File: src/rtl/llm_params.sv
// Shared LLC geometry, CHI field widths and the lookup bundle used by the request splitter.
// LLC_SPLIT_PREFETCH_EN adds the PREF state to split_state_e.
package llm_params;

  localparam int ADDR_WIDTH         = 64;
  localparam int LLC_CACHELINE_SIZE = 64;
  localparam int LLC_NUM_SETS       = 4096;
  localparam int OFFSET_WIDTH       = $clog2(LLC_CACHELINE_SIZE);
  localparam int SET_INDEX_WIDTH    = $clog2(LLC_NUM_SETS);
  localparam int LINE_WIDTH         = ADDR_WIDTH - OFFSET_WIDTH;
  localparam int TAG_WIDTH          = LINE_WIDTH - SET_INDEX_WIDTH;
  localparam int CHI_TXN_ID_WIDTH   = 16;
  localparam int CHI_PRIO_WIDTH     = 3;
  localparam int SIZE_WIDTH         = 9;
  localparam int BEAT_WIDTH         = 3;
  localparam int NLINES_WIDTH       = 3;
  localparam int CNT_WIDTH          = 8;

  typedef enum logic [1:0] {
    IDLE  = 2'd0,
    SPLIT = 2'd1
`ifdef LLC_SPLIT_PREFETCH_EN
    ,
    PREF  = 2'd2
`endif
  } split_state_e;

  // One lookup as presented to the tag-lookup stage; line = {tag, set}.
  typedef struct packed {
    logic [LINE_WIDTH-1:0]       line;
    logic [OFFSET_WIDTH-1:0]     offset;
    logic [CHI_TXN_ID_WIDTH-1:0] txn_id;
    logic [CHI_PRIO_WIDTH-1:0]   prio;
    logic                        write;
    logic [BEAT_WIDTH-1:0]       beat;
    logic                        last;
    logic                        prefetch;
  } lk_req_t;

endpackage

File: src/rtl/llc_line_count.sv
// Combinational line count and size legality for an incoming request.
// Only the low address bits matter: the true count is at most 5, so arithmetic mod 8 is exact.
module llc_line_count
  import llm_params::*;
#(
  parameter int MAX_ACCESS_SIZE = 256
) (
  input  logic [OFFSET_WIDTH+NLINES_WIDTH-1:0] addr_lo,
  input  logic [SIZE_WIDTH-1:0]                size,
  output logic [NLINES_WIDTH-1:0]              nlines,
  output logic                                 legal
);

  localparam int LW = OFFSET_WIDTH + NLINES_WIDTH;

  logic [LW-1:0] end_lo_s;

  // Last byte address (low bits), then line-index difference.
  always_comb begin
    end_lo_s = addr_lo + LW'(size) - LW'(1);
    nlines   = end_lo_s[LW-1:OFFSET_WIDTH] - addr_lo[LW-1:OFFSET_WIDTH] + NLINES_WIDTH'(1);
    legal    = (size != SIZE_WIDTH'(0)) && (32'(size) <= MAX_ACCESS_SIZE);
  end

endmodule

File: src/rtl/llc_req_splitter.sv
// Splits byte-addressed LLC requests into per-line tag lookups (optional read prefetch).
// Define LLC_SPLIT_PREFETCH_EN to enable the PREF state.
module llc_req_splitter
  import llm_params::*;
#(
  parameter int CACHELINE_SIZE  = LLC_CACHELINE_SIZE,
  parameter int MAX_ACCESS_SIZE = 256,
  parameter int NUM_SETS        = LLC_NUM_SETS,
  parameter int PREFETCH_DEPTH  = 4
) (
  input  logic                        clk,
  input  logic                        rst,
  input  logic                        req_valid,
  output logic                        req_ready,
  input  logic [ADDR_WIDTH-1:0]       req_addr,
  input  logic [SIZE_WIDTH-1:0]       req_size,
  input  logic [CHI_TXN_ID_WIDTH-1:0] req_txn_id,
  input  logic [CHI_PRIO_WIDTH-1:0]   req_prio,
  input  logic                        req_write,
  output logic                        lk_valid,
  input  logic                        lk_ready,
  output logic [TAG_WIDTH-1:0]        lk_tag,
  output logic [SET_INDEX_WIDTH-1:0]  lk_set,
  output logic [OFFSET_WIDTH-1:0]     lk_offset,
  output logic [CHI_TXN_ID_WIDTH-1:0] lk_txn_id,
  output logic [CHI_PRIO_WIDTH-1:0]   lk_prio,
  output logic                        lk_write,
  output logic [BEAT_WIDTH-1:0]       lk_beat,
  output logic                        lk_last,
  output logic                        lk_prefetch,
  output logic                        err_size,
  output logic                        busy
);

  // Geometry lives in llm_params; the parameters must agree with it.
  if ((CACHELINE_SIZE != (1 << OFFSET_WIDTH)) || (NUM_SETS != (1 << SET_INDEX_WIDTH)) ||
      (PREFETCH_DEPTH < 0) || (PREFETCH_DEPTH >= (1 << CNT_WIDTH))) begin : g_param_check
    $error("llc_req_splitter: parameters inconsistent with llm_params");
  end

  split_state_e             state_r, state_nx_s;
  lk_req_t                  lk_r, lk_nx_s;
  logic                     lk_valid_r, lk_valid_nx_s;
  logic [NLINES_WIDTH-1:0]  dem_left_r, dem_left_nx_s;
  logic [CNT_WIDTH-1:0]     pref_left_r, pref_left_nx_s, pref_init_s;
  logic                     err_r, err_nx_s;
  logic                     busy_r, req_ready_r;
  logic [NLINES_WIDTH-1:0]  nlines_s;
  logic                     legal_s, accept_s;

  llc_line_count #(.MAX_ACCESS_SIZE(MAX_ACCESS_SIZE)) u_line_count (
    .addr_lo (req_addr[OFFSET_WIDTH+NLINES_WIDTH-1:0]),
    .size    (req_size),
    .nlines  (nlines_s),
    .legal   (legal_s)
  );

  assign accept_s = req_valid && req_ready_r;

`ifdef LLC_SPLIT_PREFETCH_EN
  assign pref_init_s = req_write ? CNT_WIDTH'(0) : CNT_WIDTH'(PREFETCH_DEPTH);
`else
  assign pref_init_s = CNT_WIDTH'(0);
`endif

  // Next-state and next-lookup computation.
  always_comb begin
    state_nx_s     = state_r;
    lk_nx_s        = lk_r;
    lk_valid_nx_s  = lk_valid_r;
    dem_left_nx_s  = dem_left_r;
    pref_left_nx_s = pref_left_r;
    err_nx_s       = 1'b0;
    case (state_r)
      IDLE: begin
        if (accept_s && legal_s) begin
          state_nx_s       = SPLIT;
          lk_valid_nx_s    = 1'b1;
          lk_nx_s.line     = req_addr[ADDR_WIDTH-1:OFFSET_WIDTH];
          lk_nx_s.offset   = req_addr[OFFSET_WIDTH-1:0];
          lk_nx_s.txn_id   = req_txn_id;
          lk_nx_s.prio     = req_prio;
          lk_nx_s.write    = req_write;
          lk_nx_s.beat     = BEAT_WIDTH'(0);
          lk_nx_s.prefetch = 1'b0;
          lk_nx_s.last     = (nlines_s == NLINES_WIDTH'(1)) && (pref_init_s == CNT_WIDTH'(0));
          dem_left_nx_s    = nlines_s - NLINES_WIDTH'(1);
          pref_left_nx_s   = pref_init_s;
        end else if (accept_s) begin
          err_nx_s = 1'b1;
        end else begin
          lk_valid_nx_s = 1'b0;
        end
      end
      SPLIT: begin
        if (lk_valid_r && lk_ready && (dem_left_r != NLINES_WIDTH'(0))) begin
          lk_nx_s.line   = lk_r.line + LINE_WIDTH'(1);
          lk_nx_s.offset = OFFSET_WIDTH'(0);
          lk_nx_s.beat   = lk_r.beat + BEAT_WIDTH'(1);
          lk_nx_s.last   = (dem_left_r == NLINES_WIDTH'(1)) && (pref_left_r == CNT_WIDTH'(0));
          dem_left_nx_s  = dem_left_r - NLINES_WIDTH'(1);
`ifdef LLC_SPLIT_PREFETCH_EN
        end else if (lk_valid_r && lk_ready && (pref_left_r != CNT_WIDTH'(0))) begin
          state_nx_s       = PREF;
          lk_nx_s.line     = lk_r.line + LINE_WIDTH'(1);
          lk_nx_s.offset   = OFFSET_WIDTH'(0);
          lk_nx_s.beat     = lk_r.beat + BEAT_WIDTH'(1);
          lk_nx_s.prio     = CHI_PRIO_WIDTH'(0);
          lk_nx_s.prefetch = 1'b1;
          lk_nx_s.last     = (pref_left_r == CNT_WIDTH'(1));
          pref_left_nx_s   = pref_left_r - CNT_WIDTH'(1);
`endif
        end else if (lk_valid_r && lk_ready) begin
          state_nx_s       = IDLE;
          lk_valid_nx_s    = 1'b0;
          lk_nx_s.last     = 1'b0;
          lk_nx_s.prefetch = 1'b0;
        end else begin
          lk_valid_nx_s = lk_valid_r;
        end
      end
`ifdef LLC_SPLIT_PREFETCH_EN
      PREF: begin
        if (lk_valid_r && lk_ready && (pref_left_r != CNT_WIDTH'(0))) begin
          lk_nx_s.line   = lk_r.line + LINE_WIDTH'(1);
          lk_nx_s.beat   = lk_r.beat + BEAT_WIDTH'(1);
          lk_nx_s.last   = (pref_left_r == CNT_WIDTH'(1));
          pref_left_nx_s = pref_left_r - CNT_WIDTH'(1);
        end else if (lk_valid_r && lk_ready) begin
          state_nx_s       = IDLE;
          lk_valid_nx_s    = 1'b0;
          lk_nx_s.last     = 1'b0;
          lk_nx_s.prefetch = 1'b0;
        end else begin
          lk_valid_nx_s = lk_valid_r;
        end
      end
`endif
      default: begin
        state_nx_s    = IDLE;
        lk_valid_nx_s = 1'b0;
      end
    endcase
  end

  // State and registered outputs; ready/busy follow the next state so they are registered too.
  always_ff @(posedge clk) begin
    if (rst) begin
      state_r     <= IDLE;
      lk_r        <= '0;
      lk_valid_r  <= 1'b0;
      dem_left_r  <= NLINES_WIDTH'(0);
      pref_left_r <= CNT_WIDTH'(0);
      err_r       <= 1'b0;
      busy_r      <= 1'b0;
      req_ready_r <= 1'b0;
    end else begin
      state_r     <= state_nx_s;
      lk_r        <= lk_nx_s;
      lk_valid_r  <= lk_valid_nx_s;
      dem_left_r  <= dem_left_nx_s;
      pref_left_r <= pref_left_nx_s;
      err_r       <= err_nx_s;
      busy_r      <= (state_nx_s != IDLE);
      req_ready_r <= (state_nx_s == IDLE);
    end
  end

  assign req_ready   = req_ready_r;
  assign lk_valid    = lk_valid_r;
  assign lk_tag      = lk_r.line[LINE_WIDTH-1:SET_INDEX_WIDTH];
  assign lk_set      = lk_r.line[SET_INDEX_WIDTH-1:0];
  assign lk_offset   = lk_r.offset;
  assign lk_txn_id   = lk_r.txn_id;
  assign lk_prio     = lk_r.prio;
  assign lk_write    = lk_r.write;
  assign lk_beat     = lk_r.beat;
  assign lk_last     = lk_r.last;
  assign lk_prefetch = lk_r.prefetch;
  assign err_size    = err_r;
  assign busy        = busy_r;

endmodule

File: config.mk
export PLATFORM = sky130hd
export DESIGN_NAME = llc_req_splitter
export DESIGN_NICKNAME = d
export VERILOG_FILES = /design/src/rtl/llm_params.sv /design/src/rtl/llc_line_count.sv /design/src/rtl/llc_req_splitter.sv
export SDC_FILE = /design/constraint.sdc
export NUM_CORES = 1
export LEC_CHECK = 0
export BUFFER_PORTS_ARGS = -buffer_cell sky130_fd_sc_hd__buf_2
export CELL_PAD_IN_SITES_DETAIL_PLACEMENT = 0
export CELL_PAD_IN_SITES_GLOBAL_PLACEMENT = 1
export CORE_AREA = 3 3 137 139
export DETAILED_ROUTE_END_ITERATION = 8
export DIE_AREA = 0 0 140 142
export PLACE_DENSITY_LB_ADDON = 0.1
export REMOVE_ABC_BUFFERS = 1
export SKIP_LAST_GASP = 1
export SYNTH_ARGS = -nofsm -noshare
export SYNTH_HDL_FRONTEND = slang
export SYNTH_SLANG_ARGS = --single-unit
File: constraint.sdc
create_clock -name clk -period 2.75 [get_ports clk]
set_clock_uncertainty 0.05 [all_clocks]
set_input_delay 0.275 -clock clk [delete_from_list [all_inputs] [get_ports clk]]
set_output_delay 0.275 -clock clk [all_outputs]
set_load 0.01 [all_outputs]
Word level (Yosys, flattened, before mapping)
Index checks and enable logic that the tools add are counted.
Storage, ports and cells
  bits in registers: 98
  input bits: 97
  output and inout bits: 93
  word-level logic and storage cells: 71
Operators by class
  add/sub/neg operators: 8
  $lt $le $gt $ge: 1
  equal/unequal tests: 9
  muxes and demuxes: 21
  bitwise logic cells: 1
  reductions and logical operators: 17
Operator list (number)
  64-bit one-hot mux with 2 select lines: 1
  89-bit 2-to-1 mux: 1
  64-bit 2-to-1 mux: 1
  58-bit by 1-bit adder with 58-bit output, second input constant: 1
  5-bit one-hot mux with 2 select lines: 1
  9-bit adder: 1
  9-bit less-or-equal comparator, second input constant: 1
  3-bit 2-to-1 mux: 3
  3-bit AND reduction: 3
  9-bit nonzero test: 1
  9-bit by 1-bit subtractor with 9-bit output, second input constant: 1
  2-bit 2-to-1 mux: 4
  2-bit inequality test, second input constant: 4
  1-bit 2-to-1 mux: 7
  3-bit by 1-bit adder with 3-bit output, second input constant: 2
  3-bit by 1-bit == test with 1-bit output, second input constant: 2
  3-bit inequality test, second input constant: 2
  3-bit one-hot mux with 2 select lines: 1
  3-bit by 1-bit subtractor with 3-bit output, second input constant: 2
  1-bit logical AND: 5
  2-bit logical NOT: 2
  2-bit one-hot mux with 2 select lines: 1
  4-bit AND reduction: 1
  2-bit nonzero test: 2
  7 further kinds: 7

Longest topological paths before layout
  word-level depth: 7
  mapped depth: 19

Cells and area by module
Synthesis repeated with hierarchy kept, for this count alone.
Second synthesis, totals
  cell total of the unflattened synthesis: 755
  area, all modules: 5770.5 µm²
By module, submodules not included
  llc_req_splitter: times used 1, cells an instance 690, area each 5312.6 µm², sequential area each 1941.9 µm²
  llc_line_count: times used 1, cells an instance 65, area each 457.9 µm², sequential area each 0.0 µm²

Worst setup path before layout
OpenSTA, ideal clock, no wires.
  path type: input to register
  start: input port req_addr[2]
  end: register dem_left_r[2]
  library setup time: 134 ps
  arrival time: 2840 ps
  data required time: 2566 ps
  path slack: -274 ps
  cell stages on the path: 18
  buffers on the path: 0
  path through: inv_1 -> ha_1 -> inv_1 -> ha_1 -> inv_1 -> o31a_1 -> nor3_1 -> o21ai_0 -> nand2b_1 -> xnor2_1 -> ha_1 -> inv_1 -> ha_1 -> xor2_1 -> xor2_1 -> nor3_1 -> mux2i_1 -> a311oi_1
On the way
  word-level cells in the longest chain between the ends: 7
RTL lines
  from (decl): line llc_req_splitter.sv:15  | input logic [ADDR_WIDTH-1:0] req_addr,
  9-bit adder: line llc_line_count.sv:20  | end_lo_s = addr_lo + LW'(size) - LW'(1);
  9-bit by 1-bit subtractor with 9-bit output: line llc_line_count.sv:20
  3-bit subtractor: line llc_line_count.sv:21  | nlines = end_lo_s[LW-1:OFFSET_WIDTH] - addr_lo[LW-1:OFFSET_WIDTH] + NLINES_WIDTH'(1);
  3-bit by 1-bit adder with 3-bit output: line llc_line_count.sv:21
  3-bit by 1-bit subtractor with 3-bit output: line llc_req_splitter.sv:87  | dem_left_nx_s = nlines_s - NLINES_WIDTH'(1);
  3-bit 2-to-1 mux: line llc_req_splitter.sv:76  | if (accept_s && legal_s) begin
  3-bit one-hot mux with 2 select lines: line llc_req_splitter.sv:74  | case (state_r)
  to (signal assigned): line llc_req_splitter.sv:161  | dem_left_r <= dem_left_nx_s;
  to (decl): line llc_req_splitter.sv:44  | logic [NLINES_WIDTH-1:0] dem_left_r, dem_left_nx_s;
No other way between the ends. The select of a mux whose other input is x is not followed.
A chain may end at the register's enable or synchronous reset.

Final worst setup path
Ends and elaborated chain as after synthesis.

==> results by group <==
Status
  • Status: completed

Min path
  • HP Start: req_addr[40]
  • Hold Path Class: in -> reg
  • Hold path depth: 3

Clocking
  • Number of buffers created by CTS: 9
  • H-tree depth: 3
  • Clock tree buffer depth: 2
  • Root Driver: clkbuf_16
  • CTS sink count: 97
  • TritonCTS clock tree: yes
  • Hold_buf cts: 0
  • Clock Pin Slew Worst Setup and Hold Paths: 0.07 ns
  • Clk_lat worst skew: 0.36 ns

Synthesis
  • Syn Inst Count: 786
  • Post-Syn Area: 5780 sq um
  • Yosys Warn Count: 0
  • EDFF count, synth: 0
  • Area leader, netlist: dfxtp_1
  • Ys flop type: dfxtp_1
  • Sequential fraction of the synthesis area: 0.336
  • Share of the synthesized area in the top cell type: 0.336
  • #FFs+latches synth: 97
  • Yosys cell types: 60
  • FFs w/ async S/R, synth: 0
  • Syn_area_per_cell: 7.36 sq um
  • Synth top area cells: dfxtp_1, a21oi_1, nand2_1

Timing
  • Final Max Slew Viols: 0
  • Max Clk Rate: 0.367 GHz
  • Final Hold Fails: 0
  • Worst Max-Slew Pin Slew: 0.664 ns
  • RSZ-0062 raised after global routing: yes
  • Slew HR: 0.557
  • Final period util: 0.991
  • Min Hold Slack: 0.0822 ns
  • Setup violations, final: 0
  • Setup TNS: 0 ns
  • Min Tclk post-route: 2.72 ns

Power and ir drop
  • Pwr Density: 458 nW/um^2
  • Pint: 2.70 mW
  • Register share of total power: 0.396
  • Lkg Pwr: 3.40 nW
  • Power, Total: 3.63 mW
  • Peak supply drop: 0.331 mV
  • Power share of the clock group: 0.435
  • Net load switching power: 0.931 mW
  • Combinational fraction of design power: 0.169
  • Net Sw Frac: 0.257

Worst setup path
  • CP Capture Type: flip-flop
  • Delay-heaviest family, CP: adder cells
  • Crit Path Class: in -> reg
  • CP peak stage delay: 0.25 ns
  • Crit path required time: 2.93 ns
  • Worst Reg-to-Reg Cells: 8
  • Worst path arrival time: 2.91 ns
  • Crit path from: req_addr[2]
  • Buffer and inverter count on the worst path: 5
  • Crit-path cells: buf_8 > inv_4 > ha_4 > inv_2 > ha_4 > inv_2 > o31a_1 > nor3_2 > o21ai_1 > nand2b_1 > xnor2_1 > ha_1 > inv_2 > ha_4 > xor2_4 > xor2_2 > nor2_1 > mux2i_1 > a311oi_1
  • Crit path max fanout: 4
  • Crit start category: input port
  • WP depth: 19
  • Reg2reg start: lk_set[9]$_SDFFE_PP0P_
  • Worst-path cell with the longest stage delay: ha_4

Floorplanning
  • Top-Level Pins: 190
  • Initial Utilization: 0.325
  • Core area: 17800 sq um
  • Die height: 142 microns
  • Row cnt: 49
  • Total Die Area: 19900 sq um
  • Die width: 140 microns

Place
  • RePlAce Congestion: 0.837
  • Dpl cell area: 7360 sq um
  • Number of port buffers: 188
  • Final HPWL DP: 15900 microns

Global routing
  • Largest net degree at the start of global routing: 40
  • First-pass GRT wire length: 34300 microns
  • Antenna violations before repair: 0
  • Global route overflow: 0
  • Tot GR Track Use: 0.214
  • Vias in the first global route: 6308

Drt
  • Routed wire length: 22000 microns
  • DRT iter0 DRCs: 357
  • Vias: 6689
  • Remaining routing DRC violations: 0
  • WL/cell: 17.8 microns
  • Initial DRT Pass Iterations: 4
  • Final ANT Viol Nets: 0
  • Vias per inst: 5.40

Cells and area
  • Most frequent cells in the layout: buf_2, nand2_1, dfxtp_1
  • Antenna diodes: 0
  • Util after Layout: 0.445
  • Layout cells sized above 1: 0.306
  • Cell area after layout: 7920 sq um
  • Synth-to-Final Area Change: 37.0%
  • Commonest non-fill, non-tap cell in the layout: buf_2
  • Nets: 1125

Job
  • Max-Cap Viols: 0
kinds of logic after synthesis:
family                   count (synthesis)  share of synthesized area
other                                    1                   0.000649
flip-flops                              97                      0.336
buffers and inverters                   95                     0.0643
multiplexers                             5                    0.00866
AND/OR/NAND/NOR                        326                      0.274
adder cells (fa/ha/maj)                 23                     0.0498
AO/OA/AOI/OAI                          230                      0.253
XOR/XNOR                                 9                     0.0136
registers in the layout, summed over array words and instances (netlist names):
| register | flops |
|---|---|
| lk_write | 1 |
| req_ready | 1 |
| lk_txn_id | 16 |
| err_size | 1 |
| lk_valid | 1 |
| lk_tag | 46 |
| dem_left_r | 3 |
| lk_set | 12 |
| lk_last | 1 |
| lk_beat | 3 |
| busy | 1 |
| lk_prio | 3 |
| state_r | 2 |
| lk_offset | 6 |
power groups by stage:
stage | registers, mW | logic [mW] | clock network [mW]
3_5_place_dp | 1.47 | 0.515 | 0
5_1_grt | 1.44 | 0.684 | 1.66
6_report | 1.44 | 0.612 | 1.58
2_1_floorplan | 1.48 | 0.254 | 0
4_1_cts | 1.44 | 0.579 | 1.60
3_3_place_gp | 1.47 | 0.510 | 0
metrics by stage:
step | cells | setup WS [ns]
detailed placement | 1222 | -0.610
CTS | 1238 | 0.00238
floorplan | 738 | -0.879
finish | 1239 | 0.0255
global route | 1239 | -0.144
global placement | 1222 | -0.564
area by class of cell:
| cell class | instances | area (sq um) |
|---|---|---|
| Clock buffer | 10 | 229 |
| Clock inverter | 6 | 130 |
| Fill cell | 1932 | 9860 |
| Inverter | 46 | 178 |
| Multi-Input combinational cell | 595 | 3650 |
| Sequential cell | 97 | 1940 |
| Tap cell | 229 | 287 |
| Timing Repair Buffer | 256 | 1510 |
per-layer routing:
| layer | wire length [microns] | vias up | track usage |
|---|---|---|---|
| li1 | - | 3307 | - |
| met4 | 422 | 0 | 0.0622 |
| met1 | 10100 | 3171 | 0.292 |
| met3 | 974 | 29 | 0.0336 |
| met5 | 0 | - | 0 |
| met2 | 10500 | 182 | 0.351 |
repair_timing:
action / 4_1_cts / 5_1_grt
resized for setup: 31 / 10
pin swaps: 15 / 8
buffers inserted: 0 / 1
cloned: 0 / 0
setup endpoints to repair: 3 / 5
final timing paths:
kind / end / slack [ns]
worst min-delay path: lk_tag[22]$_SDFFE_PP0P_ / 0.08
worst max-delay path: dem_left_r[2]$_SDFFE_PP0P_ / 0.03
worst min register to register: lk_txn_id[0]$_SDFFE_PP0P_ / 0.40
worst max register to register: lk_tag[43]$_SDFFE_PP0P_ / 0.14
worst reg2reg max path, delay by kind of cell, from the launching register on:
| family | cells | cell delay, ns |
|---|---|---|
| AOI/OAI and AO/OA | 2 | 0.45 |
| buffers and inverters | 2 | 0.42 |
| DFF | 1 | 0.36 |
| and+or+nand+nor | 4 | 1.21 |
cells in the mapped netlist, types with 10 or more instances:
| library cell | instances |
|---|---|
| a211oi_1 | 10 |
| a21oi_1 | 80 |
| a22oi_1 | 12 |
| a31oi_1 | 11 |
| a32o_1 | 11 |
| and3_1 | 15 |
| clkbuf_1 | 43 |
| dfxtp_1 | 97 |
| ha_1 | 23 |
| inv_1 | 45 |
| nand2_1 | 101 |
| nand3_1 | 41 |
| nand4_1 | 13 |
| nor2_1 | 65 |
| nor3_1 | 35 |
| nor4_1 | 12 |
| o21ai_0 | 51 |
(Power assumes the default switching activity.)
